===== config.mk =====
export PLATFORM = sky130hd
export DESIGN_NAME = imm_extend_pipe
export DESIGN_NICKNAME = d
export VERILOG_FILES = /design/src/rtl/pika_pkg.sv /design/src/rtl/imm_extend_core.sv /design/src/rtl/imm_extend_pipe.sv
export SDC_FILE = /design/constraint.sdc
export NUM_CORES = 1
export LEC_CHECK = 0
export BUFFER_PORTS_ARGS = -buffer_cell sky130_fd_sc_hd__buf_2
export CAP_MARGIN = 20
export CORE_MARGIN = 1.5
export CORE_UTILIZATION = 47
export DETAILED_ROUTE_END_ITERATION = 7
export PLACE_DENSITY = 0.9
export SYNTH_ARGS = -nofsm -noshare
export SYNTH_HDL_FRONTEND = slang
export SYNTH_SLANG_ARGS = --single-unit

===== constraint.sdc =====
create_clock -name clk -period 1.7 [get_ports clk]
set_clock_uncertainty 0.2 [all_clocks]
set_input_delay 0.34 -clock clk [delete_from_list [all_inputs] [get_ports clk]]
set_output_delay 0.34 -clock clk [all_outputs]
set_load 0.05 [all_outputs]

===== src/rtl/pika_pkg.sv =====
// Shared PikaRISC decode definitions: immediate format encoding, default widths
// and a small width helper.
package pika_pkg;

    localparam int DATA_W = 32;
    localparam int IMM_W  = 18;
    localparam int MD_W   = 22;
    localparam int UP_W   = 14;
    localparam int TAG_W  = 5;

    typedef enum logic [1:0] {
        FMT_SEXT_IMM = 2'b00,
        FMT_SEXT_MD  = 2'b01,
        FMT_ZEXT_IMM = 2'b10,
        FMT_UPPER    = 2'b11
    } fmt_e;

    function automatic int max3(input int a, input int b, input int c);
        int m;
        m = (a > b) ? a : b;
        return (m > c) ? m : c;
    endfunction

endpackage


===== src/rtl/imm_extend_core.sv =====
// Combinational immediate extender: maps a raw LSB-aligned field and a format
// select onto a DATA_W-bit operand.
module imm_extend_core
    import pika_pkg::*;
#(
    parameter int DATA_W = pika_pkg::DATA_W,
    parameter int IMM_W  = pika_pkg::IMM_W,
    parameter int MD_W   = pika_pkg::MD_W,
    parameter int UP_W   = pika_pkg::UP_W,
    parameter int IN_W   = max3(IMM_W, MD_W, UP_W)
) (
    input  logic [IN_W-1:0]   field,
    input  fmt_e              fmt,
    output logic [DATA_W-1:0] data
);

    logic [DATA_W-1:0] up_val;

    // Upper immediate lands in the top UP_W bits; the bit-wise build also
    // covers UP_W == DATA_W without a zero-width replication.
    for (genvar gi = 0; gi < DATA_W; gi++) begin : g_up
        if (gi >= DATA_W - UP_W) begin : g_hi
            assign up_val[gi] = field[gi-(DATA_W-UP_W)];
        end else begin : g_lo
            assign up_val[gi] = 1'b0;
        end
    end

    always_comb begin
        data = '0;
        unique case (fmt)
            FMT_SEXT_IMM: data = {{(DATA_W-IMM_W){field[IMM_W-1]}}, field[IMM_W-1:0]};
            FMT_SEXT_MD:  data = {{(DATA_W-MD_W){field[MD_W-1]}}, field[MD_W-1:0]};
            FMT_ZEXT_IMM: data = {{(DATA_W-IMM_W){1'b0}}, field[IMM_W-1:0]};
            FMT_UPPER:    data = up_val;
            default:      data = '0;
        endcase
    end

endmodule


===== src/rtl/imm_extend_pipe.sv =====
// Registered valid/ready immediate extension stage with tag sideband.
// Define IMMEXT_SKID_EN for a registered in_ready backed by a one-entry skid.
module imm_extend_pipe
    import pika_pkg::*;
#(
    parameter int DATA_W = pika_pkg::DATA_W,
    parameter int IMM_W  = pika_pkg::IMM_W,
    parameter int MD_W   = pika_pkg::MD_W,
    parameter int UP_W   = pika_pkg::UP_W,
    parameter int TAG_W  = pika_pkg::TAG_W,
    localparam int IN_W  = max3(IMM_W, MD_W, UP_W)
) (
    input  logic              clk,
    input  logic              rst_n,
    input  logic              in_valid,
    output logic              in_ready,
    input  logic [IN_W-1:0]   in_field,
    input  logic [1:0]        in_fmt,
    input  logic [TAG_W-1:0]  in_tag,
    output logic              out_valid,
    input  logic              out_ready,
    output logic [DATA_W-1:0] out_data,
    output logic [TAG_W-1:0]  out_tag,
    output logic              out_neg
);

    logic [DATA_W-1:0] ext_data;
    logic              in_xfer;
    logic              out_xfer;

    logic              out_valid_reg, out_valid_next;
    logic [DATA_W-1:0] out_data_reg,  out_data_next;
    logic [TAG_W-1:0]  out_tag_reg,   out_tag_next;

    // Extension happens before any storage, so held entries are final operands.
    imm_extend_core #(
        .DATA_W (DATA_W),
        .IMM_W  (IMM_W),
        .MD_W   (MD_W),
        .UP_W   (UP_W),
        .IN_W   (IN_W)
    ) u_core (
        .field (in_field),
        .fmt   (fmt_e'(in_fmt)),
        .data  (ext_data)
    );

    assign out_xfer = out_valid_reg & out_ready;

`ifdef IMMEXT_SKID_EN
    logic              skid_valid_reg, skid_valid_next;
    logic [DATA_W-1:0] skid_data_reg,  skid_data_next;
    logic [TAG_W-1:0]  skid_tag_reg,   skid_tag_next;
    logic              in_ready_reg;

    assign in_ready = in_ready_reg;
    assign in_xfer  = in_valid & in_ready_reg;

    // in_ready_reg tracks "skid empty", so it only drops once the skid has taken
    // an entry; a full skid blocks new input, keeping the drain path simple.
    always_comb begin
        out_valid_next  = out_valid_reg;
        out_data_next   = out_data_reg;
        out_tag_next    = out_tag_reg;
        skid_valid_next = skid_valid_reg;
        skid_data_next  = skid_data_reg;
        skid_tag_next   = skid_tag_reg;
        if (out_xfer) begin
            if (skid_valid_reg) begin
                out_data_next   = skid_data_reg;
                out_tag_next    = skid_tag_reg;
                skid_valid_next = 1'b0;
            end else if (in_xfer) begin
                out_data_next = ext_data;
                out_tag_next  = in_tag;
            end else begin
                out_valid_next = 1'b0;
            end
        end else if (!out_valid_reg) begin
            if (in_xfer) begin
                out_valid_next = 1'b1;
                out_data_next  = ext_data;
                out_tag_next   = in_tag;
            end
        end else if (in_xfer) begin
            skid_valid_next = 1'b1;
            skid_data_next  = ext_data;
            skid_tag_next   = in_tag;
        end
    end

    always_ff @(posedge clk or negedge rst_n) begin
        if (!rst_n) begin
            skid_valid_reg <= 1'b0;
            skid_data_reg  <= '0;
            skid_tag_reg   <= '0;
            in_ready_reg   <= 1'b1;
        end else begin
            skid_valid_reg <= skid_valid_next;
            skid_data_reg  <= skid_data_next;
            skid_tag_reg   <= skid_tag_next;
            in_ready_reg   <= !skid_valid_next;
        end
    end
`else
    assign in_ready = !out_valid_reg | out_ready;
    assign in_xfer  = in_valid & in_ready;

    always_comb begin
        out_valid_next = out_valid_reg;
        out_data_next  = out_data_reg;
        out_tag_next   = out_tag_reg;
        if (in_xfer) begin
            out_valid_next = 1'b1;
            out_data_next  = ext_data;
            out_tag_next   = in_tag;
        end else if (out_xfer) begin
            out_valid_next = 1'b0;
        end
    end
`endif

    always_ff @(posedge clk or negedge rst_n) begin
        if (!rst_n) begin
            out_valid_reg <= 1'b0;
            out_data_reg  <= '0;
            out_tag_reg   <= '0;
        end else begin
            out_valid_reg <= out_valid_next;
            out_data_reg  <= out_data_next;
            out_tag_reg   <= out_tag_next;
        end
    end

    assign out_valid = out_valid_reg;
    assign out_data  = out_data_reg;
    assign out_tag   = out_tag_reg;
    assign out_neg   = out_data_reg[DATA_W-1];

endmodule


==> results by group, run 1 <==
Global routing
  • Initial antenna violation count: 0
  • Gr busiest metal: met2
  • Met1 usage: 0.285
  • Largest net degree at the start of global routing: 22
  • Vias in the first global route: 1497
  • Met2 Usage GRT: 0.357
  • Grt ovf: 0
  • First-pass GRT wire length: roughly 7000 µm
  • Met3 GRT Util: 0.0581
  • Total global-route track usage: 0.218

Clocking
  • Clock latency on the worst-skew pair: about 280 ps
  • Clock buffer depth: 2
  • CTS Root Cell: clkbuf_8
  • H-tree depth: 2
  • Total CTS buffers: 5
  • CTS tree: yes
  • Clk slew on worst S/H paths: about 80 ps
  • Clock tree sinks: 38

Die
  • Die ar.: 4140 µm²
  • Chip width: 64.4 µm
  • IO Count: 73
  • Starting Density: 0.487
  • Die height: between 60 and 70 µm
  • Cell Rows: 22
  • Core area: approximately 3600 µm²

STA
  • Pins over their slew limit: 0
  • Fin crit period: roughly 1700 ps
  • RSZ-0062 raised after global routing: yes
  • Final hold viol count: 0
  • Max_slew headroom: 0.642
  • Fmax: roughly 600 MHz
  • Period utilisation layout: 0.977
  • Final setup fails: 0
  • Worst Max-Slew Pin Slew: 536 ps

Cells and area
  • Most frequent cells in the layout: 71 x buf_2, 37 x dfrtp_1, 23 x nand2_1
  • Most common cell after layout, fill and taps aside: buf_2
  • NumNets Final: between 200 and 300
  • Area delta synth->final: 28.1%
  • Share of layout cells above drive strength 1: 0.435
  • Final Core Density: 0.624
  • Max reg flops: 32
  • Ant diodes: 0

Drt
  • First-pass iteration count of the detailed router: 4
  • DRT antenna net count: 0
  • Vias post-DR: ~1500
  • DR vias/cell: ~5.2
  • Final WL: between 4000 and 5000 µm
  • Initial DRC Count: 39
  • Wire per inst: between 10 and 15 µm
  • DRC Markers: 0

Yosys
  • Syn. warnings: 0
  • Cells after Synth: between 150 and 200
  • Syn nets: 197
  • #FFs+latches synth: 38
  • Yosys cell types: 20
  • Seq/Total Area, Yosys: 0.537
  • Syn Std Cell Area: between 1500 and 2000 µm²
  • Syn_area_per_cell: 10.8 µm²

Power and ir drop
  • Power density over the cells: 1180 nW/µm²
  • P_leak: 1.15 nW
  • Final Total Pwr: 2.68 mW
  • VDD IR max: 0.645 mV

Worst setup path
  • Required @ worst endpoint: around 1200 ps
  • Crit path DAT: ~1100 ps
  • Crit path max fanout: 7
  • Critical path type: flip-flop to output pin
  • Setup crit end kind: output pin
  • Crit start category: flip-flop

Place
  • GP Congestion: between 0.8 and 0.9
  • DP HPWL: ~3100 µm
  • IO Port Bufs: between 70 and 80

Outcome
  • Status: finished clean

Worst hold path
  • Worst min path class: input port to flip-flop

Run
  • Maxcap violations: 0
==> critical path, stage by stage, from the launching register on <==
cell and delay (ps):
dfrtp_2 400, and2b_4 220, inv_2 80, buf_8 140
==> metrics by stage <==
step	cell area (µm²)	setup TNS (ps)	hold slack [ps]	worst slack [ps]	std cells
after global routing	2270	-4.66	75.4	-4.66	287
final	2270	0	77.1	38.4	287
after CTS	2260	0	74.0	19.1	286
after detailed placement	2150	0	109	72.9	277
after global placement	2150	0	96.6	95.7	277
after floorplan	1770	0	-156	59.0	164
==> area by class of cell <==
class                      instances  area [µm²]
fill                             331        1370
inverter                           2        7.51
clock inverter                     1        5.00
clock buffer                       7        86.3
multi-input combinational        108         688
tap                               48        60.1
timing repair buffer              83         468
sequential                        38         952
==> synthesized netlist by cell type <==
library cell  number  share of area
a211oi_4           1          0.011
a2bb2oi_1         14          0.069
and2_1            11          0.039
and2b_4            1         0.0057
buf_1              1         0.0021
buf_2              2         0.0057
buf_4              4          0.017
buf_6              6          0.038
clkbuf_1           2         0.0042
clkbuf_2           1         0.0028
dfrtp_1           38           0.54
inv_2              2         0.0042
mux2_2             8          0.051
nand2_1           23          0.049
nand4_1           18          0.064
nor2_2             1         0.0035
nor2_8             1          0.011
nor2b_1            1         0.0035
o21ai_0           21          0.059
o21ai_1            8          0.023
==> report_power, final <==
| group | internal, mW | switching [mW] |
|---|---|---|
| clock network | 0.327 | 0.306 |
| registers | 1.03 | 0.0649 |
| logic | 0.254 | 0.693 |
==> metal layers <==
| metal | wire length (µm) | part of all wire | vias up |
|---|---|---|---|
| li1 | - | - | 729 |
| met1 | 1870 | 0.45 | 724 |
| met2 | 2080 | 0.50 | 51 |
| met3 | 220 | 0.053 | 2 |
| met4 | 11 | 0.0026 | 0 |
| met5 | 0 | 0 | - |
==> logic make-up after synthesis <==
group,synth area share
AND/OR/NAND/NOR,0.175
AO/OA/AOI/OAI,0.163
flip-flops,0.537
buffers and inverters,0.0742
multiplexers,0.0509
==> path summary, 6_finish.rpt <==
| check | slack (ps) | endpoint | depth (start not counted) | from |
|---|---|---|---|---|
| setup / recovery | 40 | in_ready | 3 | out_valid$_DFFE_PN0P_ |
| hold / removal | 80 | out_data[14]$_DFFE_PN0P_ | 3 | in_field[14] |
| setup reg to reg | 200 | out_tag[1]$_DFFE_PN0P_ | 3 | out_valid$_DFFE_PN0P_ |
| hold reg to reg | 280 | out_data[14]$_DFFE_PN0P_ | 2 | out_data[14]$_DFFE_PN0P_ |
| max in group asynchronous | 470 | out_valid$_DFFE_PN0P_ | 3 | rst_n |
| min in group asynchronous | 340 | out_data[9]$_DFFE_PN0P_ | 2 | rst_n |
==> timing repair <==
action / CTS / global route
endpoints found under the hold margin: 17 / 0
hold buffers: 1 / 0
setup buffers: 0 / 1
resized for setup: 2 / 1
endpoints found under the setup margin: 1 / 1
Power figures use the tool's default switching activity.
==> run 2: changes to the inputs <==
--- a/config.mk
+++ b/config.mk
@@ -8,9 +8,10 @@
 export BUFFER_PORTS_ARGS = -buffer_cell sky130_fd_sc_hd__buf_2
 export CAP_MARGIN = 20
 export CORE_MARGIN = 1.5
-export CORE_UTILIZATION = 47
+export CORE_UTILIZATION = 43
 export DETAILED_ROUTE_END_ITERATION = 7
-export PLACE_DENSITY = 0.9
+export PLACE_DENSITY = 0.88
+export SETUP_SLACK_MARGIN = 0.5
 export SYNTH_ARGS = -nofsm -noshare
 export SYNTH_HDL_FRONTEND = slang
 export SYNTH_SLANG_ARGS = --single-unit
==> constraint.sdc (replaced) <==
create_clock -name clk -period 1.46 [get_ports clk]
set_clock_uncertainty 0.2 [all_clocks]
set_input_delay 0.292 -clock clk [delete_from_list [all_inputs] [get_ports clk]]
set_output_delay 0.292 -clock clk [all_outputs]
set_load 0.05 [all_outputs]
==> run 2 against run 1 <==
Largest power group is now combinational logic; register-to-register slack got worse by 360 ps; the run now ends with hold timing, setup timing left; worst hold slack got worse by 350 ps; final cell count rose by 15%.
==> results by group, run 2 (synthesis results as in run 1) <==
Outcome
  • Status: finished, violations left (was finished clean)
  • Failing checks: hold timing, setup timing

Cells and area
  • Ant diodes: 0 (unchanged)
  • Area delta synth->final: 87.8% (was 28.1%)
  • Most frequent cells in the layout: 41 x buf_8, 38 x dfrtp_2, 37 x buf_4 (was 71 x buf_2, 37 x dfrtp_1, 23 x nand2_1)
  • Reg area: 998 µm² (was 952 µm²)
  • Max reg flops: 32 (unchanged)
  • Final Cell Area: 3320 µm² (was 2270 µm²)
  • Fillers: 175 (was 331)
  • Area of the multi-input gates: 872 µm² (was 688 µm²)
  • Share of layout cells above drive strength 1: 0.771 (was 0.435)
  • Most common cell after layout, fill and taps aside: buf_8 (was buf_2)
  • NumNets Final: 311 (was 271)

STA
  • Worst Max-Slew Pin Slew: 444 ps (was 536 ps)
  • Fmax: 615 MHz
  • Fin crit period: about 1600 ps
  • Max_slew headroom: 0.704 (was 0.642)
  • RSZ-0062 raised after global routing: yes (unchanged)
  • Pins over their slew limit: 0 (unchanged)
  • Period utilisation layout: 1.11
  • Worst Hold Margin: -275 ps (was 77.1 ps)
  • Final setup fails: 39 (was 0)
  • Final hold viol count: 16 (was 0)
  • Post-route setup slack: -167 ps (was 38.4 ps)

Place
  • Placed inst area: 2260 µm² (was 2150 µm²)
  • DP HPWL: 3250 µm (was 3110 µm)
  • GP Congestion: 0.806 (was 0.840)
  • Worst slack at placement: -3.97 ps (was 72.9 ps)
  • IO Port Bufs: 72 (unchanged)

Die
  • Chip width: 67.2 µm (was 64.4 µm)
  • Die height: 67.2 µm (was 64.4 µm)
  • Starting Density: 0.446 (was 0.487)
  • IO Count: 73 (unchanged)
  • Cell Rows: 23 (was 22)
  • Core area: 3970 µm² (was 3630 µm²)
  • Die ar.: 4510 µm² (was 4140 µm²)

Worst setup path
  • CP Depth: 3 (unchanged)
  • Crit path DAT: 1140 ps (was 1120 ps)
  • Crit start category: flip-flop (unchanged)
  • Critical Path End: in_ready (unchanged)
  • Setup crit end kind: output pin (unchanged)
  • Register-to-register setup slack: -160 ps (was 200 ps)
  • Required @ worst endpoint: 970 ps (was 1160 ps)
  • Critical path type: flip-flop to output pin (unchanged)
  • Reg2reg path depth: 5 (was 3)
  • Top delay family on crit path: flip-flops (unchanged)
  • CP peak stage delay: 420 ps (was 400 ps)
  • Crit path cell chain: and2b_4 > inv_4 > buf_8 (was and2b_4 > inv_2 > buf_8)
  • Launching point of the worst reg2reg path: out_valid$_DFFE_PN0P_ (unchanged)
  • Crit path max fanout: 2 (was 7)
  • Buffers & Inverters on Critical Path: 2 (unchanged)
  • Slowest CP cell: dfrtp_2 (unchanged)
  • R2r endpoint: out_data[26]$_DFFE_PN0P_ (was out_tag[1]$_DFFE_PN0P_)
  • Worst Setup SP: out_valid$_DFFE_PN0P_ (unchanged)

Power and ir drop
  • P_leak: 1.52 nW (was 1.15 nW)
  • Final Total Pwr: 4.00 mW (was 2.68 mW)
  • VDD IR max: 0.686 mV (was 0.645 mV)
  • Power density over the cells: 1200 nW/µm² (was 1180 nW/µm²)

Global routing
  • Total global-route track usage: 0.269 (was 0.218)
  • Initial antenna violation count: 0 (unchanged)
  • First-pass GRT wire length: 8830 µm (was 6960 µm)
  • Grt ovf: 0 (unchanged)
  • Vias in the first global route: 1825 (was 1497)
  • Largest net degree at the start of global routing: 19 (was 22)

Drt
  • DRT antenna net count: 0 (unchanged)
  • Final WL: 7190 µm (was 4180 µm)
  • Wire per inst: 21.8 µm (was 14.6 µm)
  • Vias post-DR: 1927 (was 1506)
  • DR vias/cell: 5.86 (was 5.25)
  • First-pass iteration count of the detailed router: 5 (was 4)
  • Initial DRC Count: 190 (was 39)
  • DRC Markers: 0 (unchanged)

Clocking
  • Clk slew on worst S/H paths: 80 ps (about the same)
  • H-tree depth: 2 (unchanged)
  • Clock latency on the worst-skew pair: 300 ps (was 280 ps)
  • Total CTS buffers: 5 (unchanged)
  • Clock buffer depth: 2 (unchanged)
  • Clock tree sinks: 38 (unchanged)
  • CTS tree: yes (unchanged)
  • CTS Root Cell: clkbuf_8 (unchanged)

Worst hold path
  • Worst min path class: input port to async pin (was input port to flip-flop)

Run
  • Maxcap violations: 0 (unchanged)
-- run 2: layer usage --
layer,vias up,global-route usage,wire (µm)
met5,-,0,0
met4,0,0.140,318
met3,29,0.0767,617
met2,118,0.439,3610
met1,965,0.323,2640
li1,815,-,-
-- run 2: repair_timing --
item / 4_1_cts / 5_1_grt
gates cloned: 2 / 1
pin swaps: 5 / 14
buffers inserted: 19 / 14
resized for setup: 170 / 13
endpoints found under the hold margin: 16 / 16
endpoints found under the setup margin: 78 / 78
-- run 2: power breakdown --
group | total, mW | switching (mW) | internal [mW]
Clock | 0.761 | 0.380 | 0.381
Sequential | 1.39 | 0.161 | 1.23
Combinational | 1.85 | 0.988 | 0.866
-- run 2: cell type report --
cell class / count / share of cell area
timing repair buffer: 123 / 0.388
sequential: 38 / 0.300
multi-input combinational: 108 / 0.262
clock buffer: 7 / 0.0260
tap: 50 / 0.0188
inverter: 2 / 0.00301
clock inverter: 1 / 0.00151
-- run 2: worst min path at each step --
stage	startpoint	endpoint	slack, ps
finish	rst_n	out_data[10]$_DFFE_PN0P_	-280
global placement	rst_n	out_data[25]$_DFFE_PN0P_	40
detailed placement	rst_n	out_data[25]$_DFFE_PN0P_	40
global route	rst_n	out_data[11]$_DFFE_PN0P_	-250
CTS	rst_n	out_data[10]$_DFFE_PN0P_	-280
floorplan	rst_n	out_data[0]$_DFFE_PN0P_	-200
-- run 2: per-stage QoR --
step / utilization / instances / TNS, ps
2_1_floorplan: - / 164 / -1940
3_3_place_gp: 0.568 / 285 / -1.36
3_5_place_dp: 0.568 / 285 / -3.97
4_1_cts: 0.794 / 314 / -1300
5_1_grt: 0.837 / 329 / -4750
6_report: 0.837 / 329 / -3880
-- run 2: worst reg2reg max path, stage by stage (launching register included) --
cell,delay [ps]
dfrtp_2,420
and2b_4,200
buf_12,150
nor2_8,210
buf_8,180
a2bb2oi_2,180
